<file path="config.mk">
export PLATFORM = sky130hd
export DESIGN_NAME = framer
export DESIGN_NICKNAME = d
export VERILOG_FILES = /design/src/rtl/framer.sv
export SDC_FILE = /design/constraint.sdc
export NUM_CORES = 1
export LEC_CHECK = 0
export CELL_PAD_IN_SITES_DETAIL_PLACEMENT = 1
export CELL_PAD_IN_SITES_GLOBAL_PLACEMENT = 1
export CORE_MARGIN = 2
export CORE_UTILIZATION = 26
export DETAILED_ROUTE_END_ITERATION = 10
export HOLD_SLACK_MARGIN = 0.12
export PLACE_DENSITY = 0.7
export SYNTH_ARGS = -nofsm -noshare
export SYNTH_HDL_FRONTEND = slang
export SYNTH_SLANG_ARGS = --single-unit
</file>
<file path="constraint.sdc">
create_clock -name aclk -period 1.5 [get_ports aclk]
set_input_delay 0.15 -clock aclk [delete_from_list [all_inputs] [get_ports aclk]]
set_output_delay 0.15 -clock aclk [all_outputs]
set_load 0.01 [all_outputs]
</file>
<file path="src/rtl/framer.sv">
// Transmit-side byte-stream framer: wraps each AXI4-Stream packet in START/STOP
// markers and escape-stuffs any payload byte that collides with a control byte.
module framer (
  input  logic       aclk,
  input  logic       areset,
  input  logic       target_tvalid,
  output logic       target_tready,
  input  logic [7:0] target_tdata,
  input  logic       target_tlast,
  output logic       initiator_tvalid,
  input  logic       initiator_tready,
  output logic [7:0] initiator_tdata
);

  localparam logic [7:0] START_BYTE  = 8'h7D;
  localparam logic [7:0] STOP_BYTE   = 8'h7E;
  localparam logic [7:0] ESCAPE_BYTE = 8'h7F;

  typedef enum logic [1:0] {
    ST_IDLE,
    ST_BYTE,
    ST_ESC,
    ST_STOP
  } state_t;

  state_t     r_state;
  state_t     w_state_next;
  logic       r_tvalid;
  logic [7:0] r_tdata;
  logic       w_load;
  logic       w_special;
  logic       w_emit;
  logic [7:0] w_data_next;
  logic       w_accept;

  assign w_load    = !r_tvalid || initiator_tready;
  assign w_special = (target_tdata == START_BYTE) ||
                     (target_tdata == STOP_BYTE)  ||
                     (target_tdata == ESCAPE_BYTE);

  // NOTE: every signal driven here gets a default first so no path leaves it unassigned (no latch).
  always_comb begin
    w_state_next = r_state;
    w_emit       = 1'b0;
    w_data_next  = r_tdata;
    w_accept     = 1'b0;
    if (w_load) begin
      unique case (r_state)
        ST_IDLE: begin
          if (target_tvalid) begin
            w_emit       = 1'b1;
            w_data_next  = START_BYTE;
            w_state_next = ST_BYTE;
          end
        end
        ST_BYTE: begin
          if (target_tvalid) begin
            w_emit = 1'b1;
            if (w_special) begin
              // The colliding byte stays on the input and is sent from ESC next.
              w_data_next  = ESCAPE_BYTE;
              w_state_next = ST_ESC;
            end else begin
              w_data_next  = target_tdata;
              w_accept     = 1'b1;
              w_state_next = target_tlast ? ST_STOP : ST_BYTE;
            end
          end
        end
        ST_ESC: begin
          w_emit       = 1'b1;
          w_data_next  = target_tdata;
          w_accept     = 1'b1;
          w_state_next = target_tlast ? ST_STOP : ST_BYTE;
        end
        ST_STOP: begin
          w_emit       = 1'b1;
          w_data_next  = STOP_BYTE;
          w_state_next = ST_IDLE;
        end
        default: w_state_next = ST_IDLE;
      endcase
    end
  end

  // NOTE: state registers use non-blocking assignments so all of them update together at the edge.
  always_ff @(posedge aclk) begin
    if (areset) begin
      r_state  <= ST_IDLE;
      r_tvalid <= 1'b0;
      r_tdata  <= 8'h00;
    end else if (w_load) begin
      r_state  <= w_state_next;
      r_tvalid <= w_emit;
      if (w_emit) begin
        r_tdata <= w_data_next;
      end
    end
  end

  assign target_tready    = w_accept && !areset;
  assign initiator_tvalid = r_tvalid;
  assign initiator_tdata  = r_tdata;

endmodule

</file>
======== Word level (Yosys, flattened, before mapping) ========
Cells that the tools add are included.
W data, S select, Z words.
word-level totals
  memory bits (read-only) ................. 0
  RAM bits ................................ 0
  bits in latches ......................... 0
  bits in registers ....................... 11
  output and inout bits ................... 10
  input port bits ......................... 13
  memories ................................ 0
  word-level logic and storage cells ...... 38
cells by class
  muxes and demuxes ....................... 16
  $add $sub $neg .......................... 0
  div/mod/pow operators ................... 0
  multiply operators ...................... 0
  bitwise operators ....................... 0
  shifts and indexed selects .............. 0
  reductions and logical operators ........ 11
  equality and inequality tests ........... 8
  $lt $le $gt $ge ......................... 0
operators by type and width
  operator              number
  $pmux W8 S4           1
  $eq A8 B7 Y1 const B  3
  $mux W8               3
  $mux W2               4
  $pmux W2 S4           1
  $mux W1               5
  $eq A2 B2 Y1 const B  2
  $ne A2 B2 Y1 const B  2
  $pmux W1 S2           2
  $reduce_and A4 Y1     1
  $reduce_or A2 Y1      2
  $logic_or A1 B1 Y1    3
  $reduce_and A3 Y1     1
  $eq A2 B1 Y1 const B  1
  $logic_not A1 Y1      2
  $logic_not A2 Y1      1
  $logic_and A1 B1 Y1   1

======== Longest topological paths before layout ========
  word-level depth ........................ 8
  mapped depth ............................ 7
  depth with buffers taken out ............ 6

======== Least setup slack after synthesis ========
No wires, ideal clock.
  path kind ............................... reg-to-reg
  from .................................... register r_state[1]
  to ...................................... register r_tdata[2] (netlist: initiator_tdata[2])
  library setup time ...................... 132 ps
  data arrival time ....................... 1,540 ps
  buffers on the path ..................... 0
  data required time ...................... 1,368 ps
  setup slack ............................. -172 ps
  cell stages (with the launch flop) ...... 7
  path through ............................ dfxtp_1 > inv_1 > ha_1 > o21ba_1 > or4_4 > a21oi_1 > nor3_1
between the ends
  cells in the longest elaborated chain, start to end .. 5
ends and longest elaborated chain
  element                                     RTL line  text
  start: declaration                          26        state_t r_state;
  start signal: assignment                    93        r_state <= w_state_next;
  $eq A2 B2 Y1, or another cell as far along  48        unique case (r_state)
  $reduce_or A2 Y1 (no line)                  --
  $pmux W1 S2                                 48
  $mux W1                                     47        if (w_load) begin
  $reduce_and A4 Y1 (no line)                 --
  end signal: assignment                      96        r_tdata <= w_data_next;
  end: declaration                            29        logic [7:0] r_tdata;
Several ways; a longest one is shown, not always the timed one.
A chain may end at the register's enable or synchronous reset.

======== Worst setup path in the final report ========
  from .................................... register r_state[0]
  to ...................................... register r_tdata[2] (netlist: initiator_tdata[2])
Same word-level chain as after synthesis.

==> parameters.txt <==
Parameter                              Value

CTS
  Number of levels in the clock H-tree ... 1
  Number of buffers created by CTS ... 3
  Root Buffer ... sky130_fd_sc_hd__clkbuf_4
  Max Root-Sink Buffers ... 2
  Skew-Pair Late Insertion Delay ... 0.27 ns
  TritonCTS clock tree ... built
  Clock Sink Count ... 11
  Clock-pin slew of the registers on the worst-case setup and hold paths ... 0.06 ns

Critical path
  Worst path cell trace ... inv_6 -> buf_6 -> ha_4 -> or4_4 -> a21oi_4 -> nor3_2
  Worst-path fanout max ... 5
  Cell family with the largest share of critical-path delay ... simple AND/OR/NAND/NOR gates
  Critical Path Start ... r_state[0]
  Number of gates on the worst path with buffers counted ... 6
  Slowest stage cell, crit path ... sky130_fd_sc_hd__or4_4
  Launch point of the worst reg-to-reg path ... r_state[0]
  Nature of the critical path endpoint ... register
  Last element of the critical path ... initiator_tdata[2]
  Critical path buffer and inverter count ... 2
  Endpoint arrival time on the critical path ... 1.78 ns
  Biggest cell delay along the critical path ... 0.58 ns
  Reg-to-reg slack, setup ... -0.12 ns
  R2R cell count ... 6
  Reg-to-reg endpoint ... initiator_tdata[2]
  Required time of the critical path ... 1.66 ns
  Worst Setup Start Kind ... register
  Critical path class ... register to register

Final layout
  Layout-stage area growth over the synthesis result ... 104%
  Area occupied by multi-input gates ... 478 um2
  Final core utilization ... approximately 56%
  Inserted Diodes ... 0
  Post-layout instance count excluding filler cells ... 151
  Total of fill cells in the finished design ... 245
  Storage element area ... approximately 230 um2
  Share of final-layout standard cells stronger than drive strength 1 ... 45.5%
  Number of nets in the finished design ... ~140

Worst hold path
  Path type of the worst min-delay path ... register to register

STA
  Sum of negative setup slack ... -0.736 ns
  Number of setup violations in the final report ... 10
  Worst setup skew after layout ... slightly below 0.006 ns
  Final worst setup slack ... -0.121 ns
  Min Clock Period, post-route ... 1.62 ns
  Actual transition at the worst max-transition pin ... 0.247 ns
  Max-slew violation count ... 0
  Total count of hold-check failures in the final report ... 0
  Relative slew slack ... around 83%
  Max Freq ... 0.617 GHz
  Tcrit/Tclk final ... 108%
  Setup repair after global routing missed its margin ... true

Place
  Final weighted congestion in routability-driven placement ... approximately 0.76
  Number of cells in the design after placement ... around 140
  Detailed Place HPWL ... about 1.6 mm
  Buffers on Ports ... 22

Pwr
  IR Drop Worst-Case VDD ... 0.000442 V
  Leakage power total ... about 0.00048 uW
  Sum of internal, switching and leakage power ... 920 uW
  PwrDens ... 755 nW/um2

Drt
  Drt total wl ... ~2.2 mm
  Routed vias ... 722
  Post-DR wirelength/cell ... 14.6 um
  Detailed-route vias per instance ... 4.78
  Routed Antenna Nets ... 0
  DRC Markers ... 0
  Drt pass-1 iters ... 4
  Drt first-iter violations ... 9

Synthesis
  Asr flop ratio synth ... 0%
  Post-synth design cell area ... 598 um2
  Most area-consuming cells after synthesis ... sky130_fd_sc_hd__dfxtp_1, sky130_fd_sc_hd__ha_1, sky130_fd_sc_hd__nor3_1
  Count leader, synth ... sky130_fd_sc_hd__dfxtp_1
  Post-synth top cells ... sky130_fd_sc_hd__dfxtp_1, sky130_fd_sc_hd__nor2_1, sky130_fd_sc_hd__nor3_1
  Net Count, Synth ... 91
  Proportion of synthesized chip area in sequential cells ... 36.8%
  Yosys Warn Count ... 0
  Yosys top cell area share ... a little under two fifths
  Most area-hungry cell type in the Yosys netlist ... sky130_fd_sc_hd__dfxtp_1
  Mapped Avg Cell Area ... 8.19 um2
  Number of distinct library cells after synthesis ... 25
  Most frequently used flop master after synthesis ... sky130_fd_sc_hd__dfxtp_1
  Yosys reg bits ... 11
  Count of mapped cells out of synthesis ... 73
  Count of flip-flops with a built-in enable after synthesis ... 0

Global route
  Largest net degree at the start of global routing ... 13
  GR Util All Layers ... 18.1%
  Number of antenna violations at the first check in global routing ... 0
  Grt total ovfl ... 0
  Wire length of the first global-routing pass ... 3.38 mm
  Vias in the first global route ... 730

Run status
  Status ... finished, violations left
  Violated checks ... setup timing

Die
  Number of rows in the core area ... 17
  Initial standard-cell utilization of the core ... a little over a quarter
  Number of primary I/O pins ... 23
  Die Y ... a little over 50 um
  Die Outline Area ... ~2700 um2
  Horizontal die dimension ... 52.0 um
  Placeable core region ... 2190 um2

Run
  Count of max-cap constraint violations ... 0
## cell type report
class,instances,area share (%)
multi-input cells,54,39.2
repair buffers,48,34.6
flip-flops and latches,11,18.7
well taps,28,2.87
inverters,6,2.46
clock buffers,4,2.16
## power by group
part | switching, uW | internal, uW | leakage [uW]
Clock | 95.2 | 103 | 0.0000150
Sequential | 22.8 | 318 | 0.0000920
Combinational | 168 | 213 | 0.000375
## registers in the layout, indices dropped and copies added, names as in the netlist
signal,flops
initiator_tdata,8
r_state,2
initiator_tvalid,1
## cell usage in the layout (no fill, tap or decap), types with 2 or more instances in the layout
master,n
sky130_fd_sc_hd__nand4_1,2
sky130_fd_sc_hd__a21oi_1,3
sky130_fd_sc_hd__nor3_1,6
sky130_fd_sc_hd__buf_6,3
sky130_fd_sc_hd__clkbuf_4,3
sky130_fd_sc_hd__nand2_1,2
sky130_fd_sc_hd__dfxtp_4,2
sky130_fd_sc_hd__clkdlybuf4s50_1,21
sky130_fd_sc_hd__nor2_1,9
sky130_fd_sc_hd__dfxtp_1,9
sky130_fd_sc_hd__buf_4,23
sky130_fd_sc_hd__inv_1,4
sky130_fd_sc_hd__ha_4,4
sky130_fd_sc_hd__nor3_2,4
sky130_fd_sc_hd__a21oi_2,4
sky130_fd_sc_hd__nor2b_1,2
## timing repair
| item | 4_1_cts | 5_1_grt |
|---|---|---|
| setup endpoints to repair | 9 | 11 |
| pin swaps | 6 | 4 |
| hold endpoints to repair | 0 | 0 |
| buffers inserted | 3 | 1 |
| gates resized for setup | 21 | 4 |
| hold buffers | 0 | 0 |
## stage by stage
| stage | hold slack [ns] | worst slack (ns) | instance area (um2) |
|---|---|---|---|
| after floorplan | 0.260 | -0.0240 | 668 |
| after global placement | 0.462 | -0.504 | 1070 |
| after detailed placement | 0.480 | -0.506 | 1070 |
| after CTS | 0.491 | -0.131 | 1190 |
| after global routing | 0.524 | -0.156 | 1220 |
| final | 0.482 | -0.121 | 1220 |
## how the worst min path moves through the flow
stage	from	endpoint	slack, ns	cells after the start
after floorplan	areset	r_state[1]	0.26	1
after global placement	initiator_tdata[7]	initiator_tdata[7]	0.46	2
after detailed placement	initiator_tdata[7]	initiator_tdata[7]	0.48	2
after CTS	initiator_tdata[7]	initiator_tdata[7]	0.49	2
after global routing	target_tdata[7]	initiator_tdata[7]	0.52	3
final	initiator_tdata[7]	initiator_tdata[7]	0.48	2
## worst min-delay path: stages, from the launching register on
cell	delay, ns
sky130_fd_sc_hd__dfxtp_1	0.31
sky130_fd_sc_hd__nand2b_1	0.07
sky130_fd_sc_hd__a21oi_1	0.06
## metal layers
layer | wire length, um | global-route usage (%) | vias to the layer above | part of all wire [%]
li1 | - | - | 359 | -
met1 | 901 | 19.9 | 348 | 41
met2 | 1220 | 31.9 | 13 | 55
met3 | 72 | 6.90 | 2 | 3.3
met4 | 9 | 5.26 | 0 | 0.41
met5 | 0 | 0 | - | 0
## cell families after synthesis
| family | synth area share (%) |
|---|---|
| AND/OR/NAND/NOR | 30.3 |
| AO/OA/AOI/OAI | 17.4 |
| flip-flops | 36.8 |
| buffers and inverters | 5.02 |
| adder cells (fa/ha/maj) | 10.5 |
Power figures use the tool's default switching activity.
